File: src/rtl/mdu_pkg.sv
// Shared constants for the multiply/divide unit: op encodings, FSM states, default width.
package mdu_pkg;

  localparam int unsigned MDU_WIDTH = 32;

  typedef enum logic [2:0] {
    OP_MULT  = 3'd0,
    OP_MULTU = 3'd1,
    OP_DIV   = 3'd2,
    OP_DIVU  = 3'd3,
    OP_MTHI  = 3'd4,
    OP_MTLO  = 3'd5
  } op_e;

  typedef enum logic [1:0] {
    IDLE = 2'd0,
    RUN  = 2'd1,
    FIX  = 2'd2
  } state_e;

endpackage

File: src/rtl/mdu_step.sv
// One combinational radix-2 iteration: shift-add multiply or restoring divide.
// The divide path exists only when MDU_DIV_EN is defined.
module mdu_step #(
  parameter int unsigned WIDTH = 32
) (
`ifdef MDU_DIV_EN
  input  logic             div_i,
`endif
  input  logic [WIDTH-1:0] acc_i,
  input  logic [WIDTH-1:0] q_i,
  input  logic [WIDTH-1:0] m_i,
  output logic [WIDTH-1:0] acc_o,
  output logic [WIDTH-1:0] q_o
);

  logic [WIDTH:0] sum;
`ifdef MDU_DIV_EN
  logic [WIDTH:0]   shifted;
  logic [WIDTH-1:0] rem;
  logic             ge;
`endif

  always_comb begin
    // {acc,q} shifts right one place; the carry of the add enters acc's MSB
    sum   = {1'b0, acc_i} + {1'b0, m_i & {WIDTH{q_i[0]}}};
    acc_o = sum[WIDTH:1];
    q_o   = {sum[0], q_i[WIDTH-1:1]};
`ifdef MDU_DIV_EN
    // remainder stays below the divisor, so a successful trial fits WIDTH bits
    shifted = {acc_i, q_i[WIDTH-1]};
    ge      = shifted >= {1'b0, m_i};
    rem     = shifted[WIDTH-1:0] - m_i;
    if (div_i) begin
      acc_o = ge ? rem : shifted[WIDTH-1:0];
      q_o   = {q_i[WIDTH-2:0], ge};
    end
`endif
  end

endmodule

File: src/rtl/mul_div_unit.sv
// Iterative multiply/divide unit with HI/LO registers (IDLE/RUN/FIX FSM).
// Divider is built only when MDU_DIV_EN is defined; otherwise DIV/DIVU are reserved.
module mul_div_unit
  import mdu_pkg::*;
#(
  parameter int unsigned WIDTH = MDU_WIDTH
) (
  input  logic             clk,
  input  logic             reset,
  input  logic             start,
  input  logic [2:0]       op,
  input  logic [WIDTH-1:0] a,
  input  logic [WIDTH-1:0] b,
  output logic             busy,
  output logic             done,
  output logic [WIDTH-1:0] hi,
  output logic [WIDTH-1:0] lo,
  output logic             divzero,
  output logic             illegal
);

  localparam int unsigned   CW   = $clog2(WIDTH);
  localparam logic [CW-1:0] LAST = CW'(WIDTH - 1);

  state_e           state_q;
  logic [CW-1:0]    cnt_q;
  logic [WIDTH-1:0] acc_q, q_q, m_q, hi_q, lo_q;
  logic             neg_q, busy_q, done_q, illegal_q;

  logic             sgn_op, a_neg, b_neg;
  logic [WIDTH-1:0] a_mag, b_mag, step_acc, step_q, hi_d, lo_d;

`ifdef MDU_DIV_EN
  logic div_q, rneg_q, dz_q, divzero_q;
  assign divzero = divzero_q;
`else
  assign divzero = 1'b0;
`endif

  assign sgn_op = (op == OP_MULT) || (op == OP_DIV);
  assign a_neg  = sgn_op & a[WIDTH-1];
  assign b_neg  = sgn_op & b[WIDTH-1];
  assign a_mag  = a_neg ? -a : a;
  assign b_mag  = b_neg ? -b : b;

  mdu_step #(.WIDTH(WIDTH)) u_step (
`ifdef MDU_DIV_EN
    .div_i (div_q),
`endif
    .acc_i (acc_q),
    .q_i   (q_q),
    .m_i   (m_q),
    .acc_o (step_acc),
    .q_o   (step_q)
  );

  // Sign correction of the magnitude result; divide-by-zero overrides the quotient
  always_comb begin
    {hi_d, lo_d} = neg_q ? -{acc_q, q_q} : {acc_q, q_q};
`ifdef MDU_DIV_EN
    if (div_q) begin
      hi_d = rneg_q ? -acc_q : acc_q;
      lo_d = dz_q ? '1 : (neg_q ? -q_q : q_q);
    end
`endif
  end

  always_ff @(posedge clk or posedge reset) begin
    if (reset) begin
      state_q   <= IDLE;
      cnt_q     <= '0;
      acc_q     <= '0;
      q_q       <= '0;
      m_q       <= '0;
      hi_q      <= '0;
      lo_q      <= '0;
      neg_q     <= 1'b0;
      busy_q    <= 1'b0;
      done_q    <= 1'b0;
      illegal_q <= 1'b0;
`ifdef MDU_DIV_EN
      div_q     <= 1'b0;
      rneg_q    <= 1'b0;
      dz_q      <= 1'b0;
      divzero_q <= 1'b0;
`endif
    end else begin
      done_q    <= 1'b0;
      illegal_q <= 1'b0;
      case (state_q)
        IDLE: begin
          if (start) begin
            case (op)
              OP_MULT, OP_MULTU: begin
                state_q <= RUN;
                busy_q  <= 1'b1;
                cnt_q   <= '0;
                acc_q   <= '0;
                m_q     <= a_mag;
                q_q     <= b_mag;
                neg_q   <= a_neg ^ b_neg;
`ifdef MDU_DIV_EN
                div_q     <= 1'b0;
                divzero_q <= 1'b0;
`endif
              end
`ifdef MDU_DIV_EN
              OP_DIV, OP_DIVU: begin
                state_q   <= RUN;
                busy_q    <= 1'b1;
                cnt_q     <= '0;
                acc_q     <= '0;
                m_q       <= b_mag;
                q_q       <= a_mag;
                neg_q     <= a_neg ^ b_neg;
                rneg_q    <= a_neg;
                dz_q      <= (b == '0);
                div_q     <= 1'b1;
                divzero_q <= 1'b0;
              end
`endif
              OP_MTHI: begin
                hi_q <= a;
`ifdef MDU_DIV_EN
                divzero_q <= 1'b0;
`endif
              end
              OP_MTLO: begin
                lo_q <= a;
`ifdef MDU_DIV_EN
                divzero_q <= 1'b0;
`endif
              end
              default: illegal_q <= 1'b1;
            endcase
          end
        end
        RUN: begin
          acc_q <= step_acc;
          q_q   <= step_q;
          cnt_q <= cnt_q + 1'b1;
          if (cnt_q == LAST) state_q <= FIX;
        end
        FIX: begin
          hi_q    <= hi_d;
          lo_q    <= lo_d;
          done_q  <= 1'b1;
          busy_q  <= 1'b0;
          state_q <= IDLE;
`ifdef MDU_DIV_EN
          if (div_q) divzero_q <= dz_q;
`endif
        end
        default: state_q <= IDLE;
      endcase
    end
  end

  assign busy    = busy_q;
  assign done    = done_q;
  assign hi      = hi_q;
  assign lo      = lo_q;
  assign illegal = illegal_q;

endmodule

File: config.mk
export PLATFORM = sky130hd
export DESIGN_NAME = mul_div_unit
export DESIGN_NICKNAME = d
export VERILOG_FILES = /design/src/rtl/mdu_pkg.sv /design/src/rtl/mdu_step.sv /design/src/rtl/mul_div_unit.sv
export SDC_FILE = /design/constraint.sdc
export NUM_CORES = 1
export LEC_CHECK = 0
export ABC_AREA = 1
export CELL_PAD_IN_SITES_DETAIL_PLACEMENT = 1
export CELL_PAD_IN_SITES_GLOBAL_PLACEMENT = 2
export CORE_MARGIN = 1.5
export CORE_UTILIZATION = 30
export CTS_CLUSTER_DIAMETER = 120
export DETAILED_ROUTE_END_ITERATION = 16
export PLACE_DENSITY = 0.8
export SYNTH_ARGS = -nofsm -noshare
export SYNTH_HDL_FRONTEND = slang
export SYNTH_SLANG_ARGS = --single-unit
File: constraint.sdc
create_clock -name clk -period 8.5 [get_ports clk]
set_clock_uncertainty 0.2 [all_clocks]
set_input_delay 1.7 -clock clk [delete_from_list [all_inputs] [get_ports clk]]
set_output_delay 1.7 -clock clk [all_outputs]
set_load 0.05 [all_outputs]
==> out/summary.txt, run 1 <==
Crit-path leading delay family - simple AND/OR/NAND/NOR gates
Post-Syn Area - 0.0135 sq mm
H-tree depth - 4
Worst hold path depth - 2
Leakage Power - 7.77 nW
Share of flip-flops with an asynchronous set or reset - 100%
PwrDens - 349 mW/mm^2
PortBufs - 136
DR pass1 iterations - 7
Total power - 5.58 mW
CP max FO - 31
Routability cong. - 0.929
Fin crit share - 54.0%
Sequential fraction of the synthesis area - 31.7%
GRT Total Usage - 26.8%
Cts bufs inserted - 17
Achievable frequency - 218 MHz
GRT Residual Overflow - 0
Max-Cap Viols - 0
Synth Instances - 2187
Peak VDD IR - 0.000156 V
Synthesis-to-layout area growth - 18.4%
Worst path cell trace - clkdlybuf4s50_1 > nor2_1 > nand2_1 > inv_1 > nand2_1 > o21a_1 > nand2_1 > nand2_1 > nand3_1 > nand3_1
Average cell area after synthesis - 6.17 sq um
Initial antenna violation count - 3
First-pass GRT wire length - 93500 um
Post-Route WL - 61500 um
Number of global-route vias before repair - 15400
1st-iter DRT viols - 993
Hold Crit Class - flop to flop
Via count - 14900
Worst Tran Pin Value - 1.17 ns
Setup TNS - 0 ns
Relative slew slack - 22.0%
CTS Root Cell - clkbuf_16
Slowest CP cell - inv_1
Die Wd - 215 um
Largest net degree at the start of global routing - 73
Hold endpoint - m_q[16]$_DFFE_PP0P_
Hold path startpoint - m_q[16]$_DFFE_PP0P_
Warnings from Yosys - 0
Worst Reg-to-Reg Cells - 6
Run status - completed
Final non-filler cell total - 2889
Critical Path AT - 4.75 ns
Most used cell along the critical path - nand2_1
Worst-skew pair later-pin latency - 0.48 ns
Vias/cell - 5.17
Die height - 215 um
Ports - 138
Unrepaired setup endpoints after global routing - no
Critical Path Start Type - input port
Core Region - 0.0443 sq mm
Post-DP HPWL - 49300 um
CTS tree - built
Period minus WS final - 4.59 ns
EDFF count, synth - 0
DP Cell Count - 2856
Drt drc - 0
Worst r2r src - state_q[0]$_DFFE_PP0P_
Post-CTS sizing - 0
Number of nets in the layout - 2391
Max-slew violation count - 0
Post-route antenna net violation count - 0
Layout cells sized above 1 - 4.14%
Row count - 77
Reg-to-reg slack, setup - 5.01 ns
Setup CP Type - input port to flop
Post-synth net total - 2295
Post-CTS Setup Bufs - 0
Clock transition at path regs - 0.08 ns
Synth Register Bits - 171
Distinct cells, synth - 48
Setup-failing EPs final - 0
Post-CTS Hold Buffers - 0
Die area - 0.0463 sq mm
Main synth FF type - dfrtp_1
Clock sink count - 171
CP bufs+invs - 2
RR Endpoint - lo[20]$_DFFE_PP0P_
Final Hold Viols - 0
Largest stage delay, worst path - 0.93 ns
DR WL/cell - 21.3 um
Critical Path RT - 8.66 ns
Setup crit end kind - flop
Initial core utilization - 30.5%
Largest buffer count on any clock path - 2
## where the power goes
group / internal (mW) / total, mW / switching, mW / leakage, nW
Clock: 0.427 / 0.858 / 0.431 / 0.294
Sequential: 1.15 / 1.57 / 0.415 / 2.09
Combinational: 0.963 / 3.16 / 2.20 / 5.38
Total: 2.54 / 5.58 / 3.04 / 7.77
## logic make-up (layout without fill, tap and decap cells)
group,after synthesis,count (layout),synth area share [%]
AND/OR/NAND/NOR,1288,1288,39.7
buffers and inverters,357,466,10.5
XOR/XNOR,33,33,2.14
AO/OA/AOI/OAI,299,299,12.4
other,1,2,0.0278
flip-flops,171,171,31.7
adder cells (fa/ha/maj),38,38,3.58
## stage by stage
step / utilization [%] / cell area (sq um) / hold slack, ns / worst slack (ns)
detailed placement: 34.7 / 15400 / 0.267 / 3.36
floorplan: - / 13500 / 0.249 / 1.97
CTS: 36.1 / 16000 / 0.287 / 3.87
global route: 36.1 / 16000 / 0.316 / 3.71
global placement: 34.7 / 15400 / 0.266 / 3.37
finish: 36.1 / 16000 / 0.283 / 3.91
## worst max path at each step
stage	start	end	slack [ns]	depth (start not counted)
floorplan	reset	acc_q[0]$_DFFE_PP0P_	1.97	1
global placement	op[2]	q_q[30]$_DFFE_PP0P_	3.37	10
detailed placement	op[2]	q_q[22]$_DFFE_PP0P_	3.36	10
CTS	op[2]	q_q[22]$_DFFE_PP0P_	3.87	10
global route	op[2]	q_q[22]$_DFFE_PP0P_	3.71	10
finish	op[2]	q_q[22]$_DFFE_PP0P_	3.91	10
## sequential cells by signal, summed over array words and instances, names as in the netlist
register / cells
busy: 1
m_q: 32
state_q: 2
neg_q: 1
done: 1
acc_q: 32
illegal: 1
lo: 32
cnt_q: 5
q_q: 32
hi: 32
## placed cells by master, fill, tap and decap left out, types with 3 or more instances in the layout
cell / instances
inv_1: 277
or2_2: 9
a21oi_1: 112
o211ai_1: 3
and3_1: 3
o21bai_1: 18
nand4_1: 34
nand3_1: 225
inv_2: 6
clkbuf_16: 17
o21ai_0: 105
nor4_1: 3
nor2_1: 361
nand2_2: 7
ha_1: 37
inv_8: 6
dfrtp_1: 170
nor2_2: 11
nand2_1: 612
o221ai_1: 6
xor2_1: 32
o21ai_1: 7
inv_6: 3
o22ai_1: 22
clkdlybuf4s50_1: 136
buf_4: 13
a31oi_1: 12
nor3_1: 9
o21ai_2: 3
nor2_4: 4
## synthesized netlist by cell type (5+ instances only)
library cell	count	share of area (%)
a21oi_1	112	4.2
a31oi_1	12	0.56
buf_2	27	1.0
buf_4	5	0.28
clkbuf_1	36	1.0
dfrtp_1	171	32
ha_1	37	3.4
inv_1	278	7.7
inv_2	6	0.17
nand2_1	612	17
nand2_2	7	0.32
nand3_1	225	8.3
nand4_1	34	1.6
nor2_1	363	10
nor2_2	10	0.46
nor3_1	9	0.33
o21ai_0	105	3.9
o21ai_1	7	0.26
o21bai_1	18	1.0
o221ai_1	6	0.39
o22ai_1	22	1.0
or2_2	9	0.42
xor2_1	32	2.1
## tightest hold or removal path, cell delays in order (launching register included)
cell and delay, ns:
dfrtp_1 0.35, nand2_1 0.06, nand2_1 0.05
## final cells by class
cell class	count	area, sq um
Antenna cell	1	2.50
Tap cell	592	741
Sequential cell	171	4280
Inverter	285	1080
Fill cell	5791	28300
Clock buffer	17	425
Timing Repair Buffer	149	1460
Clock inverter	15	188
Multi-Input combinational cell	1659	7820
## metal layers
metal | up-vias | routed length [um] | share of wire, % | track usage, %
li1 | 7180 | - | - | -
met1 | 7370 | 26600 | 43 | 33.4
met2 | 303 | 30700 | 50 | 47.0
met3 | 80 | 2000 | 3.2 | 3.30
met4 | 2 | 2160 | 3.5 | 9.93
met5 | - | 10 | 0.016 | 0
(Power assumes the default switching activity.)
==> run 2, diff against run 1 <==
==> constraint.sdc (replaced) <==
create_clock -name clk -period 4.4 [get_ports clk]
set_clock_uncertainty 0.2 [all_clocks]
set_input_delay 0.88 -clock clk [delete_from_list [all_inputs] [get_ports clk]]
set_output_delay 0.88 -clock clk [all_outputs]
set_load 0.05 [all_outputs]
==> run 2 against run 1 <==
  * Combinational power is 95% higher
  * Via count up 0.40%
  * Clock power grew 82%
  * Non-clock buffer count rose by 7
  * Routed wire length grew 0.72%
  * First-iteration DRC count down 0.91%
  * Count of clock-buffer cells in the layout up 1
  * Hold slack worse by 0.0025 ns
  * Critical path depth grew 8
  * Sequential power rose by 93%
  * Critical path type is now flop to flop
==> out/summary.txt, run 2 (same netlist as run 1, synthesis figures left out) <==
Ant. Diodes - 0 (was 1)
Largest net degree at the start of global routing - 80 (was 73)
Hold Crit Class - flop to flop (unchanged)
Run status - completed (unchanged)
Critical Path RT - 4.55 ns (was 8.66 ns)
Final non-filler cell total - 2895 (was 2889)
Worst path cell trace - buf_4 > nand2_1 > inv_1 > ha_1 > inv_1 > fa_1 > inv_1 > nand3_1 > nand2_1 > nand2_1 > nand2_1 > nand2_1 > nand2_1 > nand2_1 > nand2_1 > nand2_1 > nand3_1 > nand2_1 (was clkdlybuf4s50_1 > nor2_1 > nand2_1 > inv_1 > nand2_1 > o21a_1 > nand2_1 > nand2_1 > nand3_1 > nand3_1)
M1 WL - 27400 um (was 26600 um)
Largest stage delay, worst path - 0.41 ns (was 0.93 ns)
Routability cong. - 0.915 (was 0.929)
Peak VDD IR - 0.000380 V (was 0.000156 V)
CTS tree - built (unchanged)
Largest buffer count on any clock path - 2 (unchanged)
Max-slew violation count - 0 (unchanged)
DR pass1 iterations - 5 (was 7)
1st-iter DRT viols - 984 (was 993)
Clock sink count - 171 (unchanged)
Highest metal used - met4 (was met5)
Slowest CP cell - fa_1 (was inv_1)
Post-CTS sizing - 0 (unchanged)
Worst r2r src - q_q[0]$_DFFE_PP0P_ (was state_q[0]$_DFFE_PP0P_)
Hold path startpoint - m_q[19]$_DFFE_PP0P_ (was m_q[16]$_DFFE_PP0P_)
PwrDens - 669 mW/mm^2 (was 349 mW/mm^2)
Row count - 77 (unchanged)
Period minus WS final - 3.19 ns
Worst-skew pair later-pin latency - 0.48 ns (about the same)
Final hold slack - 0.281 ns (was 0.283 ns)
Critical Path AT - 3.34 ns (was 4.75 ns)
Setup Slack @ Placement - 0.671 ns (was 3.36 ns)
CP max FO - 34 (was 31)
Ports - 138 (unchanged)
Commonest non-fill, non-tap cell in the layout - nand2_1 (unchanged)
Synthesis-to-layout area growth - 18.9% (was 18.4%)
Clock transition at path regs - 0.09 ns (was 0.08 ns)
Unrepaired setup endpoints after global routing - no (unchanged)
DP Cell Count - 2863 (was 2856)
Final setup margin - 1.21 ns (was 3.91 ns)
Number of global-route vias before repair - 15500 (was 15400)
Setup TNS - 0 ns (unchanged)
Post-route antenna net violation count - 0 (unchanged)
Most used cell along the critical path - nand2_1 (unchanged)
CP bufs+invs - 4 (was 2)
Setup CP Type - flop to flop (was input port to flop)
Initial core utilization - 30.5% (unchanged)
Drt drc - 0 (unchanged)
Most frequent cells in the layout - 612 x nand2_1, 361 x nor2_1, 277 x inv_1, 225 x nand3_1, 170 x dfrtp_1 (unchanged)
Post-DP HPWL - 50200 um (was 49300 um)
Setup crit end kind - flop (unchanged)
Fin crit share - 72.5%
Setup-failing EPs final - 0 (unchanged)
Critical Path Start Type - flop (was input port)
Die area - 0.0463 sq mm (unchanged)
Crit-path leading delay family - simple AND/OR/NAND/NOR gates (unchanged)
DR WL/cell - 21.4 um (was 21.3 um)
Die height - 215 um (unchanged)
Achievable frequency - 314 MHz
WL met2 - 30400 um (was 30700 um)
Final Hold Viols - 0 (unchanged)
Die Wd - 215 um (unchanged)
Post-CTS Setup Bufs - 0 (unchanged)
Via count - 15000 (was 14900)
Cts bufs inserted - 17 (unchanged)
Number of nets in the layout - 2398 (was 2391)
Relative slew slack - 44.6% (was 22.0%)
CTS Root Cell - clkbuf_16 (unchanged)
Worst Tran Pin Value - 0.831 ns (was 1.17 ns)
Post-CTS Hold Buffers - 0 (unchanged)
Leakage Power - 7.80 nW (was 7.77 nW)
Vias/cell - 5.18 (was 5.17)
Layout cells sized above 1 - 4.39% (was 4.14%)
Core Region - 0.0443 sq mm (unchanged)
GRT Residual Overflow - 0 (unchanged)
Metal3 WL - 1910 um (was 2000 um)
GRT Total Usage - 26.9% (was 26.8%)
PortBufs - 136 (unchanged)
First-pass GRT wire length - 94200 um (was 93500 um)
Critical Path Start - q_q[0]$_DFFE_PP0P_ (was op[2])
Post-Route WL - 61900 um (was 61500 um)
H-tree depth - 4 (unchanged)
Max-Cap Viols - 0 (unchanged)
Initial antenna violation count - 0 (was 3)
## run 2: cell count changes in the layout (fill, tap and decap cells not counted)
cell | before | now
inv_6 | 3 | 4
clkinv_4 | 1 | 2
diode_2 | 1 | 0
buf_12 | 0 | 4
inv_12 | 1 | 0
inv_8 | 6 | 4
clkinvlp_4 | 2 | 3
buf_4 | 13 | 16
clkbuf_1 | 0 | 1
bufinv_16 | 1 | 0
## run 2: tightest hold or removal path: stages (launching register included)
cell and delay (ns):
dfrtp_1 0.34, nand2_1 0.05, nand2_1 0.05
## run 2: area by class of cell
| type | count | area, sq um |
|---|---|---|
| fill | 5791 | 28300 |
| multi-input combinational | 1659 | 7820 |
| clock buffer | 18 | 429 |
| tap | 592 | 741 |
| timing repair buffer | 156 | 1560 |
| clock inverter | 14 | 145 |
| inverter | 285 | 1070 |
| sequential | 171 | 4280 |
## run 2: final timing paths
check                                             end  slack (ns)  cells after the start
worst min register to register    m_q[19]$_DFFE_PP0P_        0.28                      2
worst max register to register  acc_q[27]$_DFFE_PP0P_        1.21                     18
min in group asynchronous          lo[10]$_DFFE_PP0P_        0.59                      2
worst min-delay path              m_q[19]$_DFFE_PP0P_        0.28                      2
worst max-delay path            acc_q[27]$_DFFE_PP0P_        1.21                     18
max in group asynchronous         m_q[27]$_DFFE_PP0P_        2.58                      3
## run 2: stage by stage
stage / total power [mW] / util [%] / area (sq um)
6_report: 10.7 / 36.2 / 16100
4_1_cts: 10.8 / 36.2 / 16100
2_1_floorplan: 6.92 / - / 13500
3_5_place_dp: 9.17 / 34.9 / 15500
3_3_place_gp: 9.06 / 34.9 / 15500
5_1_grt: 11.5 / 36.2 / 16100
## run 2: per-layer routing
metal	up-vias	track usage (%)
met4	0	9.58
met5	-	0
met1	7413	34.3
met2	307	46.7
li1	7186	-
met3	88	3.24
## run 2: where the power goes
part,internal (mW),total [mW],switching (mW)
combinational,1.88,6.15,4.27
sequential,2.22,3.03,0.807
clock,0.757,1.56,0.806
==> run 3, diff against run 2 <==
--- a/config.mk
+++ b/config.mk
@@ -9,10 +9,10 @@
 export CELL_PAD_IN_SITES_DETAIL_PLACEMENT = 1
 export CELL_PAD_IN_SITES_GLOBAL_PLACEMENT = 2
 export CORE_MARGIN = 1.5
-export CORE_UTILIZATION = 30
+export CORE_UTILIZATION = 28
 export CTS_CLUSTER_DIAMETER = 120
 export DETAILED_ROUTE_END_ITERATION = 16
-export PLACE_DENSITY = 0.8
+export PLACE_DENSITY = 0.78
 export SYNTH_ARGS = -nofsm -noshare
 export SYNTH_HDL_FRONTEND = slang
 export SYNTH_SLANG_ARGS = --single-unit
==> constraint.sdc (replaced) <==
create_clock -name clk -period 2.6 [get_ports clk]
set_clock_uncertainty 0.2 [all_clocks]
set_input_delay 0.52 -clock clk [delete_from_list [all_inputs] [get_ports clk]]
set_output_delay 0.52 -clock clk [all_outputs]
set_load 0.05 [all_outputs]
==> run 3 against run 2 <==
  * Via count up 4.1%
  * Highest routed layer is now met5
  * Critical endpoint is now acc_q[28]$_DFFE_PP0P_
  * Routed wire length increased by 3.9%
  * Clock power up 84%
==> out/summary.txt, run 3 (same netlist as run 1, synthesis figures left out) <==
Ant. Diodes - 0 (unchanged)
Initial core utilization - 28.3% (was 30.5%)
Final Hold Viols - 0 (unchanged)
Post-route antenna net violation count - 0 (unchanged)
1st-iter DRT viols - 1009 (was 984)
CP bufs+invs - 6 (was 4)
DP Cell Count - 3005 (was 2863)
Post-Route WL - 64300 um (was 61900 um)
Worst r2r src - q_q[0]$_DFFE_PP0P_ (unchanged)
Number of global-route vias before repair - 16200 (was 15500)
Vias/cell - 5.13 (was 5.18)
PwrDens - 1150 mW/mm^2 (was 669 mW/mm^2)
Largest net degree at the start of global routing - 66 (was 80)
RR Endpoint - acc_q[28]$_DFFE_PP0P_ (was acc_q[27]$_DFFE_PP0P_)
Die area - 0.0496 sq mm (was 0.0463 sq mm)
Setup-failing EPs final - 0 (unchanged)
Crit-path leading delay family - buffers and inverters (was simple AND/OR/NAND/NOR gates)
Run status - completed (unchanged)
Slowest CP cell - dfrtp_2 (was fa_1)
Layout cells sized above 1 - 14.4% (was 4.39%)
Most frequent cells in the layout - 575 x nand2_1, 342 x nor2_1, 271 x inv_1, 220 x nand3_1, 169 x dfrtp_1 (was 612 x nand2_1, 361 x nor2_1, 277 x inv_1, 225 x nand3_1, 170 x dfrtp_1)
CTS tree - built (unchanged)
Number of nets in the layout - 2524 (was 2398)
Worst hold path depth - 2 (unchanged)
Reg-to-reg slack, setup - 0.08 ns (was 1.21 ns)
Most used cell along the critical path - nand2_1 (unchanged)
Fill cells - 6126 (was 5791)
CP max FO - 16 (was 34)
Critical Path RT - 2.77 ns (was 4.55 ns)
Post-DP HPWL - 51500 um (was 50200 um)
Hold Crit Class - flop to flop (unchanged)
Hold endpoint - m_q[17]$_DFFE_PP0P_ (was m_q[19]$_DFFE_PP0P_)
Via count - 15600 (was 15000)
GRT Total Usage - 25.9% (was 26.9%)
Largest buffer count on any clock path - 2 (unchanged)
Final non-filler cell total - 3044 (was 2895)
Worst Reg-to-Reg Cells - 16 (was 18)
DR WL/cell - 21.1 um (was 21.4 um)
Peak VDD IR - 0.000719 V (was 0.000380 V)
Leakage Power - 8.52 nW (was 7.80 nW)
H-tree depth - 4 (unchanged)
Row count - 80 (was 77)
Die height - 223 um (was 215 um)
Cts bufs inserted - 17 (unchanged)
First-pass GRT wire length - 97700 um (was 94200 um)
Synthesis-to-layout area growth - 32.5% (was 18.9%)
Relative slew slack - 51.9% (was 44.6%)
Max-Cap Viols - 0 (unchanged)
Clock sink count - 171 (unchanged)
Initial antenna violation count - 1 (was 0)
Fin crit share - 97.1% (was 72.5%)
Setup crit end kind - flop (unchanged)
Commonest non-fill, non-tap cell in the layout - nand2_1 (unchanged)
Setup CP Type - flop to flop (unchanged)
Unrepaired setup endpoints after global routing - yes (was no)
Worst path cell trace - buf_12 > buf_12 > nand2_1 > inv_1 > ha_4 > buf_6 > nand2_2 > nor2_2 > nand2_1 > inv_1 > a21oi_2 > buf_4 > nand2_1 > nand2_1 > nand3_1 > nand2_1 (was buf_4 > nand2_1 > inv_1 > ha_1 > inv_1 > fa_1 > inv_1 > nand3_1 > nand2_1 > nand2_1 > nand2_1 > nand2_1 > nand2_1 > nand2_1 > nand2_1 > nand2_1 > nand3_1 > nand2_1)
DR pass1 iterations - 7 (was 5)
Largest stage delay, worst path - 0.49 ns (was 0.41 ns)
Die Wd - 223 um (was 215 um)
Hold path startpoint - m_q[17]$_DFFE_PP0P_ (was m_q[19]$_DFFE_PP0P_)
Setup Slack @ Placement - -0.240 ns (was 0.671 ns)
Worst-skew pair later-pin latency - 0.48 ns (about the same)
Core Region - 0.0476 sq mm (was 0.0443 sq mm)
PortBufs - 136 (unchanged)
Clock transition at path regs - 0.08 ns (was 0.09 ns)
Period minus WS final - 2.52 ns (was 3.19 ns)
Critical Path AT - 2.69 ns (was 3.34 ns)
Max-slew violation count - 0 (unchanged)
Ports - 138 (unchanged)
Worst Tran Pin Value - 0.721 ns (was 0.831 ns)
Critical Path Start Type - flop (unchanged)
Achievable frequency - 396 MHz (was 314 MHz)
Drt drc - 0 (unchanged)
CTS Root Cell - clkbuf_16 (unchanged)
Final hold slack - 0.296 ns (was 0.281 ns)
Routability cong. - 0.922 (was 0.915)
GRT Residual Overflow - 0 (unchanged)
Final setup margin - 0.0752 ns (was 1.21 ns)
run 3: changes by cell type in the layout (fill, tap and decap cells not counted), moves of 7 or more:
cell,delta
o21ai_0,-15
ha_1,-27
a21oi_2,+19
nand2_1,-37
nor2_4,+7
nor2_1,-19
a21oi_1,-20
o21ai_1,+10
buf_12,+13
nand2_2,+35
buf_4,+111
ha_4,+24
nor2_2,+12
run 3: worst register-to-register path: stages, from the launching register on:
cell	delay [ns]
dfrtp_2	0.49
buf_12	0.17
buf_12	0.15
nand2_1	0.06
inv_1	0.07
ha_4	0.28
buf_6	0.13
nand2_2	0.10
nor2_2	0.15
nand2_1	0.10
inv_1	0.07
a21oi_2	0.05
buf_4	0.15
nand2_1	0.07
nand2_1	0.05
nand3_1	0.07
nand2_1	0.06
run 3: repair_timing:
item,CTS,global route
cloned,0,1
setup buffers,0,6
pin swaps,0,19
hold buffers,0,0
endpoints found under the setup margin,15,24
resized for setup,10,154
hold endpoints to repair,0,0
run 3: report_power, final:
group	internal (mW)	total, mW	switching, mW	leakage, nW
sequential	3.76	5.32	1.56	2.09
combinational	4.51	12.4	7.87	6.13
clock	1.48	2.87	1.40	0.299
run 3: how the worst max path moves through the flow:
stage                             startpoint                    end  slack (ns)  depth (start not counted)
after detailed placement                a[7]    m_q[27]$_DFFE_PP0P_       -0.24                         11
after global placement                  a[7]    m_q[27]$_DFFE_PP0P_       -0.16                         11
after CTS                 q_q[0]$_DFFE_PP0P_  acc_q[28]$_DFFE_PP0P_       -0.02                         15
final                     q_q[0]$_DFFE_PP0P_  acc_q[28]$_DFFE_PP0P_        0.08                         16
after floorplan                        reset   acc_q[0]$_DFFE_PP0P_       -0.30                          1
after global routing      q_q[0]$_DFFE_PP0P_  acc_q[26]$_DFFE_PP0P_       -0.07                         15
run 3: cell type report:
cell class	count	area, sq um	area share [%]
inverters	285	1070	6.01
clock inverters	14	198	1.10
well taps	615	769	4.30
flip-flops and latches	171	4280	23.9
repair buffers	282	2690	15.0
multi-input cells	1659	8450	47.2
clock buffers	18	429	2.40
run 3: per-stage QoR:
step           util, %  area (sq um)  power, mW  TNS, ns
2_1_floorplan        -         13500       11.7   -51.76
5_1_grt           37.6         17900       21.9   -0.196
4_1_cts           36.1         17200       19.5  -0.0211
6_report          37.6         17900       20.6        0
3_5_place_dp      34.7         16500       16.5    -2.99
3_3_place_gp      34.7         16500       16.2    -1.41
run 3: metal layers:
layer	global-route usage (%)	wire length, um
met5	0	12
met1	32.9	28100
met4	8.27	1880
met2	45.7	32100
met3	3.02	2230
